### config.mk
export PLATFORM = sky130hd
export DESIGN_NAME = bcd_to_binary
export DESIGN_NICKNAME = d
export VERILOG_FILES = /design/src/rtl/bcd_to_binary.sv
export SDC_FILE = /design/constraint.sdc
export NUM_CORES = 1
export LEC_CHECK = 0
export ABC_CLOCK_PERIOD_IN_PS = 5450
export BUFFER_PORTS_ARGS = -buffer_cell sky130_fd_sc_hd__buf_2
export CORE_MARGIN = 5
export CORE_UTILIZATION = 45
export DETAILED_ROUTE_END_ITERATION = 10
export MAX_ROUTING_LAYER = met4
export PLACE_DENSITY = 0.7
export SETUP_SLACK_MARGIN = 0.15
export SLEW_MARGIN = 40
export SYNTH_ARGS = -nofsm -noshare
export SYNTH_HDL_FRONTEND = slang
export SYNTH_SLANG_ARGS = --single-unit
### constraint.sdc
create_clock -name clk -period 5.45 [get_ports clk]
set_input_delay 0.545 -clock clk [delete_from_list [all_inputs] [get_ports clk]]
set_output_delay 0.545 -clock clk [all_outputs]
set_load 0.005 [all_outputs]
### src/rtl/bcd_to_binary.sv
// bcd_to_binary: three-digit BCD to binary converter, one reverse double-dabble step per clock.
// Build option: define BCD2BIN_SAT_EN to saturate binary_out on overflow (default wraps).
`default_nettype none

module bcd_to_binary #(
  parameter int OUT_W = 8
) (
  input  logic             clk,
  input  logic             rst,
  input  logic             start_en,
  input  logic [3:0]       H,
  input  logic [3:0]       T,
  input  logic [3:0]       O,
  output logic             busy,
  output logic             done,
  output logic [OUT_W-1:0] binary_out,
  output logic             ovf,
  output logic             err
);

  typedef enum logic [1:0] {
    S_IDLE  = 2'd0,
    S_SHIFT = 2'd1,
    S_DONE  = 2'd2
  } state_t;

  localparam logic [10:0] c_MAX_VAL   = 11'((1 << OUT_W) - 1);
  localparam logic [3:0]  c_LAST_STEP = 4'd11;

  state_t      r_state;
  state_t      w_next;
  logic [11:0] r_bcd;
  // Twelve shifts move twelve bits out of the BCD side; a 12-bit accumulator keeps
  // the two earliest (least significant) result bits that a 10-bit one would drop.
  logic [11:0] r_acc;
  logic [3:0]  r_cnt;

  logic [23:0]      w_shifted;
  logic [11:0]      w_bcd_corr;
  logic [9:0]       w_value;
  logic             w_ovf;
  logic             w_digit_bad;
  logic             w_first;
  logic             w_last;
  logic [OUT_W-1:0] w_out;

  always_comb begin
    w_shifted  = {1'b0, r_bcd, r_acc[11:1]};
    w_bcd_corr = w_shifted[23:12];
    for (int i = 0; i < 3; i++) begin
      if (w_shifted[12 + 4*i +: 4] >= 4'd8) begin
        w_bcd_corr[4*i +: 4] = w_shifted[12 + 4*i +: 4] - 4'd3;
      end
    end
  end

  assign w_value     = w_shifted[9:0];
  assign w_ovf       = ({1'b0, w_value} > c_MAX_VAL);
  assign w_digit_bad = (r_bcd[11:8] > 4'd9) || (r_bcd[7:4] > 4'd9) || (r_bcd[3:0] > 4'd9);
  assign w_first     = (r_cnt == 4'd0);
  assign w_last      = (r_cnt == c_LAST_STEP);

`ifdef BCD2BIN_SAT_EN
  assign w_out = w_ovf ? {OUT_W{1'b1}} : w_value[OUT_W-1:0];
`else
  assign w_out = w_value[OUT_W-1:0];
`endif

  always_ff @(posedge clk or posedge rst) begin
    if (rst) begin
      r_state <= S_IDLE;
    end else begin
      r_state <= w_next;
    end
  end

  always_comb begin
    w_next = r_state;
    busy   = 1'b0;
    done   = 1'b0;
    case (r_state)
      S_IDLE: begin
        if (start_en) begin
          w_next = S_SHIFT;
        end
      end
      S_SHIFT: begin
        busy = 1'b1;
        if ((w_first && w_digit_bad) || w_last) begin
          w_next = S_DONE;
        end
      end
      S_DONE: begin
        busy   = 1'b1;
        done   = 1'b1;
        w_next = S_IDLE;
      end
      default: begin
        w_next = S_IDLE;
      end
    endcase
  end

  // The digit check runs on the latched copy during the first SHIFT cycle, so an
  // invalid request reports done one cycle after its start edge.
  always_ff @(posedge clk or posedge rst) begin
    if (rst) begin
      r_bcd      <= 12'd0;
      r_acc      <= 12'd0;
      r_cnt      <= 4'd0;
      binary_out <= '0;
      ovf        <= 1'b0;
      err        <= 1'b0;
    end else begin
      case (r_state)
        S_IDLE: begin
          if (start_en) begin
            r_bcd <= {H, T, O};
            r_acc <= 12'd0;
            r_cnt <= 4'd0;
          end
        end
        S_SHIFT: begin
          if (w_first && w_digit_bad) begin
            binary_out <= '0;
            ovf        <= 1'b0;
            err        <= 1'b1;
          end else begin
            r_bcd <= w_bcd_corr;
            r_acc <= w_shifted[11:0];
            r_cnt <= r_cnt + 4'd1;
            if (w_last) begin
              binary_out <= w_out;
              ovf        <= w_ovf;
              err        <= 1'b0;
            end
          end
        end
        default: begin
        end
      endcase
    end
  end

endmodule

`default_nettype wire

==> results by group <==
Status
  – Status: finished clean

Final layout
  – Non-Filler Cell Area, Final: 2255 um2
  – Post-layout util: 0.5251
  – Number of nets in the layout: 220
  – Signed area change from the synthesized netlist to the final layout: 14.05%
  – Filler Cell Count: 378
  – Diode count: 0
  – Ratio of cells with drive above 1 in the final layout: 0.2602

STA
  – Relative slew margins: 0.4606
  – Setup-violating endpoint count in the final report: 0
  – Peak clock frequency supported by timing: 428.4 MHz
  – Setup Skew: roughly 0.009 ns
  – Post-route clock period utilization: 0.4283
  – Actual slew at the worst max-slew pin: 0.8061 ns
  – Final critical path time including I/O delays and setup: 2.335 ns
  – Number of hold violations in the final report: 0
  – RSZ-0062 raised after global routing: false
  – Final hold slack: 0.3629 ns
  – Setup TNS after final layout: 0 ns
  – Number of max-slew violations in the final report: 0

Setup path
  – Kind of launch point of the worst setup path: register
  – Startpoint-to-endpoint class of the critical path: reg -> reg
  – Slowest stage delay, CP: 0.54 ns
  – Critical path's slowest cell: sky130_fd_sc_hd__nor3_4
  – CP Data Required Time: 5.61 ns
  – Cell with the most instances on the worst path: sky130_fd_sc_hd__inv_1
  – Data arrival time of the worst path: 2.50 ns
  – Highest net fanout along the worst path: 23
  – Type of destination of the critical path: register
  – CP cell instances: inv_1, ha_2, inv_1, nor3_4, nor2_8, mux2_1

GRT
  – Total GRT Usage: 0.1627
  – Number of global-route vias before repair: around 1500
  – Number of antenna violations at the first check in global routing: 0
  – Global-route wire length before repair: 7.569 mm
  – Maximum number of pins on one net before global-route repair: 40
  – Total overflow reported by the global router: 0

Min path
  – Kind of path behind the tightest hold check: in -> async

Clocking
  – Total number of clock tree sinks: 39
  – Clock H-tree levels: 2
  – Maximum clock insertion buffer count: 2
  – Buffer count from post-CTS setup fixing: 0
  – Number of instances resized during post-cts repair: 0
  – Clock edge transition at the registers on the reported setup and hold paths: 0.08 ns
  – Hold-fix buffers at CTS: 0
  – TritonCTS clock tree: done
  – Clock latency of the later-clocked register in the worst-skew pair: 0.29 ns
  – Num CTS Buffers: 5
  – Clock root buffer: sky130_fd_sc_hd__clkbuf_8

Power
  – Max VDD drop: between 0.2 and 0.3 mV
  – Overall power of the completed layout: 1.310 mW
  – Internal Pwr Total: 0.7682 mW
  – Combinational share of power: 0.482
  – Proportion of total power due to net switching: 0.4136
  – Clock power frac: 0.161
  – Sequential group share of total power: 0.357
  – Power dissipated by switching net loads: 0.5419 mW
  – Pwr per Cell Area: 581.1 nW/um2
  – Leakage power: roughly 1.1 nW

Logic synthesis
  – Number of nets produced by synthesis: 190
  – Post-synthesis sequential area ratio: 0.4937
  – Instance count of the mapped netlist: 165
  – Synthesized area per cell: 11.98 um2
  – Cell taking the most area after synthesis: sky130_fd_sc_hd__dfrtp_1
  – Synth warn: 0
  – Number of distinct library cells after synthesis: 42
  – Top post-synthesis cells by area: sky130_fd_sc_hd__dfrtp_1, sky130_fd_sc_hd__a22o_1, sky130_fd_sc_hd__ha_1
  – Flops & latches, synth: 39
  – Post-synth design cell area: 1977 um2
  – Fraction of post-synthesis cell area in the top cell type by area: 0.4937

Detailed routing
  – Starting DRT DRC Count: 117
  – DR WL/cell: about 17 um
  – Routed Antenna Nets: 0
  – DRC: 0
  – Via density: 5.609
  – First-pass detailed-route iteration total: 4
  – Vias after detailed routing: 1391
  – Final wirelength: 4.316 mm

Floorplanning
  – I/O pins: 27
  – Initial cell density of the core: 0.4604
  – Area of the core region: 4294 um2
  – Core Rows: 24
  – Die Span X: 76.28 um
  – Height of the chip: 76.28 um
  – Total Die Area: ~5800 um2

Place
  – Count of buffers from port buffering: 26
  – Cell area reported after detailed placement: 2152 um2
  – HPWL after detailed placement: about 3.1 mm
  – Routability congestion estimate: 0.9008

Flow run
  – Max cap viols: 0
==> Yosys cell counts (all sizes together) <==
library cell,n
a21o,1
a21oi,6
a221o,1
a22o,21
a22oi,1
a31oi,1
a41o,1
and2,1
and4bb,1
buf,3
clkbuf,1
dfrtp,39
ha,10
inv,12
mux2,8
mux2i,6
nand2,5
nand2b,1
nand3,2
nand4,2
nor2,12
nor2b,2
nor3,1
nor3b,1
nor4,1
o211ai,1
o21a,3
o21ai,12
o31a,2
o31ai,2
xnor2,4
xor2,1
==> through the flow <==
stage                     std cells  setup slack (ns)
after floorplan                 165             3.739
after global placement          240             2.987
after detailed placement        240             2.826
after CTS                       248             2.791
after global routing            248             2.978
final                           248             3.116
==> sequential cells by signal (all words and copies together), names as in the netlist <==
register	cells
binary_out	8
err	1
ovf	1
r_acc	11
r_bcd	12
r_cnt	4
r_state	2
==> power groups by stage <==
| stage | sequential (mW) | clock (mW) | combinational (mW) |
|---|---|---|---|
| 5_1_grt | 0.483 | 0.231 | 0.701 |
| 3_3_place_gp | 0.465 | 0 | 0.607 |
| 4_1_cts | 0.468 | 0.216 | 0.637 |
| 3_5_place_dp | 0.472 | 0 | 0.634 |
| 2_1_floorplan | 0.447 | 0 | 0.519 |
| 6_report | 0.468 | 0.211 | 0.631 |
==> kinds of logic (layout without fill, tap and decap cells) <==
group           count (synthesis)  count (layout)  share of synthesized area
fa+ha+maj                      10              10                    0.06329
flops                          39              39                     0.4937
xor+xnor                        5               5                    0.02215
buf+inv                        16              47                    0.03670
compound gates                 52              52                     0.2089
simple gates                   29              29                    0.09937
mux                            14              14                    0.07595
==> per-layer routing <==
layer	wire length, um	global-route usage	part of all wire	vias up
li1	-	-	-	664
met1	1934	0.2126	0.45	691
met2	2136	0.2517	0.49	34
met3	213	0.04019	0.049	2
met4	31	0.04720	0.0072	0
met5	0	-	0	-
==> layout by cell type, fill, tap and decap left out, types with 4 or more instances in the layout <==
cell type,count
sky130_fd_sc_hd__a21oi_1,6
sky130_fd_sc_hd__a22o_1,21
sky130_fd_sc_hd__buf_2,26
sky130_fd_sc_hd__clkbuf_8,7
sky130_fd_sc_hd__dfrtp_1,39
sky130_fd_sc_hd__ha_1,9
sky130_fd_sc_hd__inv_1,12
sky130_fd_sc_hd__mux2_2,6
sky130_fd_sc_hd__mux2i_1,6
sky130_fd_sc_hd__nand2_1,4
sky130_fd_sc_hd__nor2_1,9
sky130_fd_sc_hd__o21ai_0,11
sky130_fd_sc_hd__xnor2_1,4
==> layout make-up <==
class                   instances  area, um2  area share
multi-input cells             110      930.9      0.4129
repair buffers                 27      137.6     0.06104
inverters                      12      45.04     0.01998
well taps                      52      65.06     0.02886
flip-flops and latches         39      975.9      0.4329
clock buffers                   8      100.1     0.04440
==> worst paths after layout <==
kind	from	to	slack, ns	depth (start not counted)
setup / recovery	r_state[1]	ovf	3.12	6
hold / removal	rst	r_bcd[0]	0.36	3
setup reg to reg	r_state[1]	ovf	3.12	6
hold reg to reg	binary_out[2]	binary_out[2]	0.51	1
max in group asynchronous	rst	r_acc[7]	4.75	3
min in group clk	O[3]	r_bcd[3]	0.48	2
==> critical path, delay by kind of cell, from the launching register on <==
kind / cells / cell delay, ns
buf+inv: 2 / 0.36
flops: 1 / 0.39
fa+ha+maj: 1 / 0.50
simple gates: 2 / 0.63
mux: 1 / 0.33
Note: power is estimated with default switching activity, not from simulation.
